`src/rtl/apb_master_arb.sv`:
```
// Two-requester APB master: round-robin grant, SETUP/ACCESS sequencing to slave1/slave2,
// PREADY wait states and timeout abort. All outputs are registered.
module apb_master_arb #(
  parameter int ADDR_W  = 8,
  parameter int DATA_W  = 8,
  parameter int TIMEOUT = 15
) (
  input  logic              clk,
  input  logic              reset,
  input  logic              req0_valid,
  input  logic              req0_write,
  input  logic [ADDR_W:0]   req0_addr,
  input  logic [DATA_W-1:0] req0_wdata,
  output logic              req0_ack,
  input  logic              req1_valid,
  input  logic              req1_write,
  input  logic [ADDR_W:0]   req1_addr,
  input  logic [DATA_W-1:0] req1_wdata,
  output logic              req1_ack,
  output logic              rsp_valid,
  output logic              rsp_id,
  output logic [DATA_W-1:0] rsp_rdata,
  output logic              rsp_err,
  output logic              PSEL1,
  output logic              PSEL2,
  output logic              PENABLE,
  output logic              PWRITE,
  output logic [ADDR_W-1:0] PADDR,
  output logic [DATA_W-1:0] PWDATA,
  input  logic              PREADY1,
  input  logic              PREADY2,
  input  logic [DATA_W-1:0] PRDATA1,
  input  logic [DATA_W-1:0] PRDATA2
);

  typedef enum logic [1:0] {IDLE, SETUP, ACCESS} state_t;

  localparam logic [7:0] COUNT_LAST = 8'(TIMEOUT - 1);

  state_t            state, state_nx;
  logic              grant, grant_nx;
  logic [7:0]        count, count_nx;
  logic              ack0_nx, ack1_nx, rsp_valid_nx, rsp_id_nx, rsp_err_nx;
  logic [DATA_W-1:0] rsp_rdata_nx;
  logic              psel1_nx, psel2_nx, penable_nx, pwrite_nx;
  logic [ADDR_W-1:0] paddr_nx;
  logic [DATA_W-1:0] pwdata_nx;

  logic              pick, pick_write, sel_ready;
  logic [ADDR_W:0]   pick_addr;
  logic [DATA_W-1:0] pick_wdata, sel_rdata;

  // With both requesting, the one not granted last wins; grant resets to 1 so req0 goes first.
  assign pick       = (req0_valid && req1_valid) ? ~grant : req1_valid;
  assign pick_write = pick ? req1_write : req0_write;
  assign pick_addr  = pick ? req1_addr  : req0_addr;
  assign pick_wdata = pick ? req1_wdata : req0_wdata;
  assign sel_ready  = PSEL2 ? PREADY2 : PREADY1;
  assign sel_rdata  = PSEL2 ? PRDATA2 : PRDATA1;

  always_comb begin
    state_nx     = state;
    grant_nx     = grant;
    count_nx     = count;
    ack0_nx      = 1'b0;
    ack1_nx      = 1'b0;
    rsp_valid_nx = 1'b0;
    rsp_id_nx    = 1'b0;
    rsp_err_nx   = 1'b0;
    rsp_rdata_nx = '0;
    psel1_nx     = PSEL1;
    psel2_nx     = PSEL2;
    penable_nx   = PENABLE;
    pwrite_nx    = PWRITE;
    paddr_nx     = PADDR;
    pwdata_nx    = PWDATA;
    case (state)
      IDLE: begin
        if (req0_valid || req1_valid) begin
          state_nx   = SETUP;
          grant_nx   = pick;
          ack0_nx    = ~pick;
          ack1_nx    = pick;
          pwrite_nx  = pick_write;
          paddr_nx   = pick_addr[ADDR_W-1:0];
          pwdata_nx  = pick_wdata;
          psel1_nx   = ~pick_addr[ADDR_W];
          psel2_nx   = pick_addr[ADDR_W];
          penable_nx = 1'b0;
        end
      end
      SETUP: begin
        state_nx   = ACCESS;
        penable_nx = 1'b1;
        count_nx   = '0;
      end
      ACCESS: begin
        if (sel_ready || count >= COUNT_LAST) begin
          state_nx     = IDLE;
          psel1_nx     = 1'b0;
          psel2_nx     = 1'b0;
          penable_nx   = 1'b0;
          rsp_valid_nx = 1'b1;
          rsp_id_nx    = grant;
          rsp_err_nx   = ~sel_ready;
          rsp_rdata_nx = (sel_ready && !PWRITE) ? sel_rdata : '0;
        end else if (count != 8'hFF) begin
          count_nx = count + 8'd1;
        end
      end
      default: state_nx = IDLE;
    endcase
  end

  always_ff @(posedge clk) begin
    if (reset) begin
      state     <= IDLE;
      grant     <= 1'b1;
      count     <= '0;
      req0_ack  <= 1'b0;
      req1_ack  <= 1'b0;
      rsp_valid <= 1'b0;
      rsp_id    <= 1'b0;
      rsp_err   <= 1'b0;
      rsp_rdata <= '0;
      PSEL1     <= 1'b0;
      PSEL2     <= 1'b0;
      PENABLE   <= 1'b0;
      PWRITE    <= 1'b0;
      PADDR     <= '0;
      PWDATA    <= '0;
    end else begin
      state     <= state_nx;
      grant     <= grant_nx;
      count     <= count_nx;
      req0_ack  <= ack0_nx;
      req1_ack  <= ack1_nx;
      rsp_valid <= rsp_valid_nx;
      rsp_id    <= rsp_id_nx;
      rsp_err   <= rsp_err_nx;
      rsp_rdata <= rsp_rdata_nx;
      PSEL1     <= psel1_nx;
      PSEL2     <= psel2_nx;
      PENABLE   <= penable_nx;
      PWRITE    <= pwrite_nx;
      PADDR     <= paddr_nx;
      PWDATA    <= pwdata_nx;
    end
  end

endmodule

```
`config.mk`:
```
export PLATFORM = sky130hd
export DESIGN_NAME = apb_master_arb
export DESIGN_NICKNAME = d
export VERILOG_FILES = /design/src/rtl/apb_master_arb.sv
export SDC_FILE = /design/constraint.sdc
export NUM_CORES = 1
export LEC_CHECK = 0
export CORE_MARGIN = 2
export CORE_UTILIZATION = 43
export CTS_CLUSTER_DIAMETER = 200
export DETAILED_ROUTE_END_ITERATION = 8
export PLACE_DENSITY = 0.86
export SLEW_MARGIN = 20
export SYNTH_ARGS = -nofsm -noshare
export SYNTH_HDL_FRONTEND = slang
export SYNTH_SLANG_ARGS = --single-unit
```
`constraint.sdc`:
```
create_clock -name clk -period 3.02 [get_ports clk]
set_clock_uncertainty 0.2 [all_clocks]
set_input_delay 0.604 -clock clk [delete_from_list [all_inputs] [get_ports clk]]
set_output_delay 0.604 -clock clk [all_outputs]
set_load 0.01 [all_outputs]
```
==> metrics.yaml <==
status:
  outcome: "complete, no violations"
detailed_routing:
  drt_drc_violations_left: 0
  num_vias: 1687
  via_per_inst: 5.10
  drtIter0Drc: 48
  wl_um: 4410
  drtPass1Iterations: 4
  ant_nets: 0
  avgRoutedWirePerCell_um: 13.3
sta:
  setup_tns_ps: 0
  worst_pin_slew_ps: 495
  finalHoldViolCount: 0
  slew_violations: 0
  rsz0062_at_grt: "false"
  fin_crit_ps: 2220
  finalSetupViolations: 0
  fin_crit_sh_pct: 73.4
  fmax_mhz: 451
  timing.final.ws_setup_ps: 802
  relSlewSlack_pct: 66.6
final_layout:
  drive_gt1_share_pct: 5.69
  layoutNonFillerInstCount: 331
  nets: 340
  fin_area_sq_um: 2850
  synthToLayoutAreaGrowth_pct: 54.5
  diodes: 0
worst_setup_path:
  critical_path_arrival_ps: 1410
  rrSetupSlack_ps: 1080
  crit_path_start_kind: "flip-flop"
  required_ps: 2220
  crit_path_max_incr_delay_ps: 570
  crit_buf_inv: 2
  path_class: "flip-flop to output pin"
  path_delay_family: "buffers and inverters"
  path_cells: "buf_4, clkdlybuf4s50_1"
  end_kind: "output pin"
  crit_slowest_cell: "clkdlybuf4s50_1"
  cp_max_fo: 10
die:
  core-area_sq_um: 4060
  io_pins: 91
  die_area_sq_um: 4820
  rows: 23
  die_y_um: 69.4
  start_util_pct: 45.4
  die_x_um: 69.4
yosys:
  yosys_warnings: 0
  synth_xor_area_share_pct: 0
  ys_ff_latch: 44
  netlist_instances: 193
  ys_types: 31
  ys_seq_area_share_pct: 47.8
  yosys.area_share.adder_pct: 1.36
  avgSynthCellArea_sq_um: 9.54
  synth_compound_area_share_pct: 14.3
  muxShareOfSynthArea_pct: 15.3
  synthSimpleGateAreaFrac_pct: 15.7
  synth_top_family_by_area: "simple AND/OR/NAND/NOR gates"
  syn-num-nets: 253
  synthesis.area_sq_um: 1840
place:
  dp_slack_ps: 695
  dp_hpwl_um: 3350
  numPortBuffers: 90
  dpl-instance-area_sq_um: 2750
  gp_congestion: 0.786
  dp.cells: 323
global_route:
  antenna_found_initial: 0
  grt_pass1_wl_um: 7710
  track_usage_pct: 19.7
  grt_pass1_vias: 1688
  gr-total-overflow: 0
  grt_max_degree: 33
clocking:
  cts_tree: "built"
  insertion_delay_ps: 290
  root_buffer: "clkbuf_8"
  htree_num_levels: 2
  postCtsSetupBuffers: 0
  cts.reportedPaths.clkPinSlew_ps: 80
  clock-sinks: 44
  cts_resized: 0
  numCtsBuffers: 5
  clock_path_buffers: 2
  cts_hold_buf: 0
power:
  p_total_uw: 1360
  p_per_area_nw_per_um2: 477
  p_leak_uw: 0.00107
  peakVddDrop_uv: 266
worst_hold_path:
  min_path_type: "flip-flop to flip-flop"
job:
  drv_cap: 0
[worst register-to-register path: stages, from the launching register on]
cell and delay (ps):
dfxtp_1 400, inv_1 80, ha_1 200, o211ai_1 210, and3_4 310, mux2_2 350
a21oi_1 130
[registers in the layout (all words and copies together), names as in the netlist]
name / flops
PADDR: 8
PENABLE: 1
PSEL1: 1
PSEL2: 1
PWDATA: 8
PWRITE: 1
count: 8
grant: 1
req0_ack: 1
req1_ack: 1
rsp_err: 1
rsp_id: 1
rsp_rdata: 8
rsp_valid: 1
state: 2
[through the flow]
| stage | utilization [%] | hold slack, ps |
|---|---|---|
| 2_1_floorplan | - | 231 |
| 3_3_place_gp | 67.8 | 244 |
| 3_5_place_dp | 67.8 | 248 |
| 4_1_cts | 70.1 | 269 |
| 5_1_grt | 70.1 | 298 |
| 6_report | 70.1 | 262 |
[power breakdown]
part | leakage (uW) | internal, uW | switching [uW]
logic | 0.000654 | 194 | 140
clock network | 0.0000510 | 183 | 194
registers | 0.000361 | 622 | 26.4
[cell usage in the layout, fill, tap and decap left out]
cell	Yosys	routed
nor2_1	32	32
o211ai_1	2	2
clkbuf_8	0	6
buf_4	1	5
o21ai_0	4	4
a211oi_1	18	18
mux2i_1	27	27
o22ai_1	1	1
a211o_1	1	1
a31oi_1	1	1
nor4_1	1	1
clkdlybuf4s50_1	0	90
and3_4	1	1
or4_1	1	1
inv_1	3	3
nand3b_1	2	2
clkinv_2	0	2
o21a_1	1	1
or3_1	1	1
nand3_1	2	2
nand2_1	8	8
a21oi_1	9	9
nor3_1	4	4
and2_1	6	6
mux2_2	1	1
a311oi_1	1	1
ha_1	2	2
nand2b_1	2	2
dfxtp_1	44	44
a21boi_2	1	1
nand4_1	2	2
[worst paths after layout]
kind	startpoint	end	cells after the start
hold / removal	count[4]$_SDFFE_PP0P_	count[4]$_SDFFE_PP0P_	2
hold reg to reg	count[4]$_SDFFE_PP0P_	count[4]$_SDFFE_PP0P_	2
setup / recovery	PSEL2$_SDFFE_PP0P_	PSEL2	2
setup reg to reg	count[0]$_SDFFE_PP0P_	count[1]$_SDFFE_PP0P_	6
[layout make-up]
type,count,area [sq um]
multi-input cells,131,860
fillers,340,1210
clock inverters,2,10.0
inverters,3,11.3
repair buffers,95,938
clock buffers,6,82.6
well taps,50,62.6
flip-flops and latches,44,881
[per-layer routing]
| layer | wire (um) | global-route usage [%] | vias to the layer above | part of all wire [%] |
|---|---|---|---|---|
| met1 | 1770 | 22.6 | 743 | 40 |
| li1 | - | - | 861 | - |
| met3 | 396 | 7.12 | 10 | 9.0 |
| met5 | 0 | 0 | - | 0 |
| met2 | 2120 | 33.1 | 73 | 48 |
| met4 | 117 | 8.28 | 0 | 2.7 |
[kinds of logic after synthesis]
family / count (synthesis)
AOI/OAI and AO/OA: 39
adders and majority gates: 2
buffers and inverters: 18
DFF: 44
muxes: 28
and+or+nand+nor: 62
[Yosys cell counts]
cell type  instances  area [sq um]
and2_1             6          37.5
clkbuf_1           5          18.8
mux2_2             1          11.3
o22ai_1            1          6.26
nand3_1            2          10.0
o211ai_1           2          15.0
a21boi_2           1          11.3
inv_1              3          11.3
nand2b_1           2          12.5
a211oi_1          18           135
nor3_1             4          20.0
or3_1              1          6.26
buf_2              6          30.0
nand4_1            2          12.5
nor4_1             1          6.26
o21a_1             1          7.51
ha_1               2          25.0
buf_6              3          33.8
nor2_1            32           120
or4_1              1          7.51
buf_4              1          7.51
dfxtp_1           44           881
a21oi_1            9          45.0
and3_4             1          11.3
a211o_1            1          8.76
nand2_1            8          30.0
a311oi_1           1          8.76
a31oi_1            1          6.26
nand3b_1           2          15.0
o21ai_0            4          20.0
mux2i_1           27           270
No activity file was read; power rests on OpenSTA's default activity.
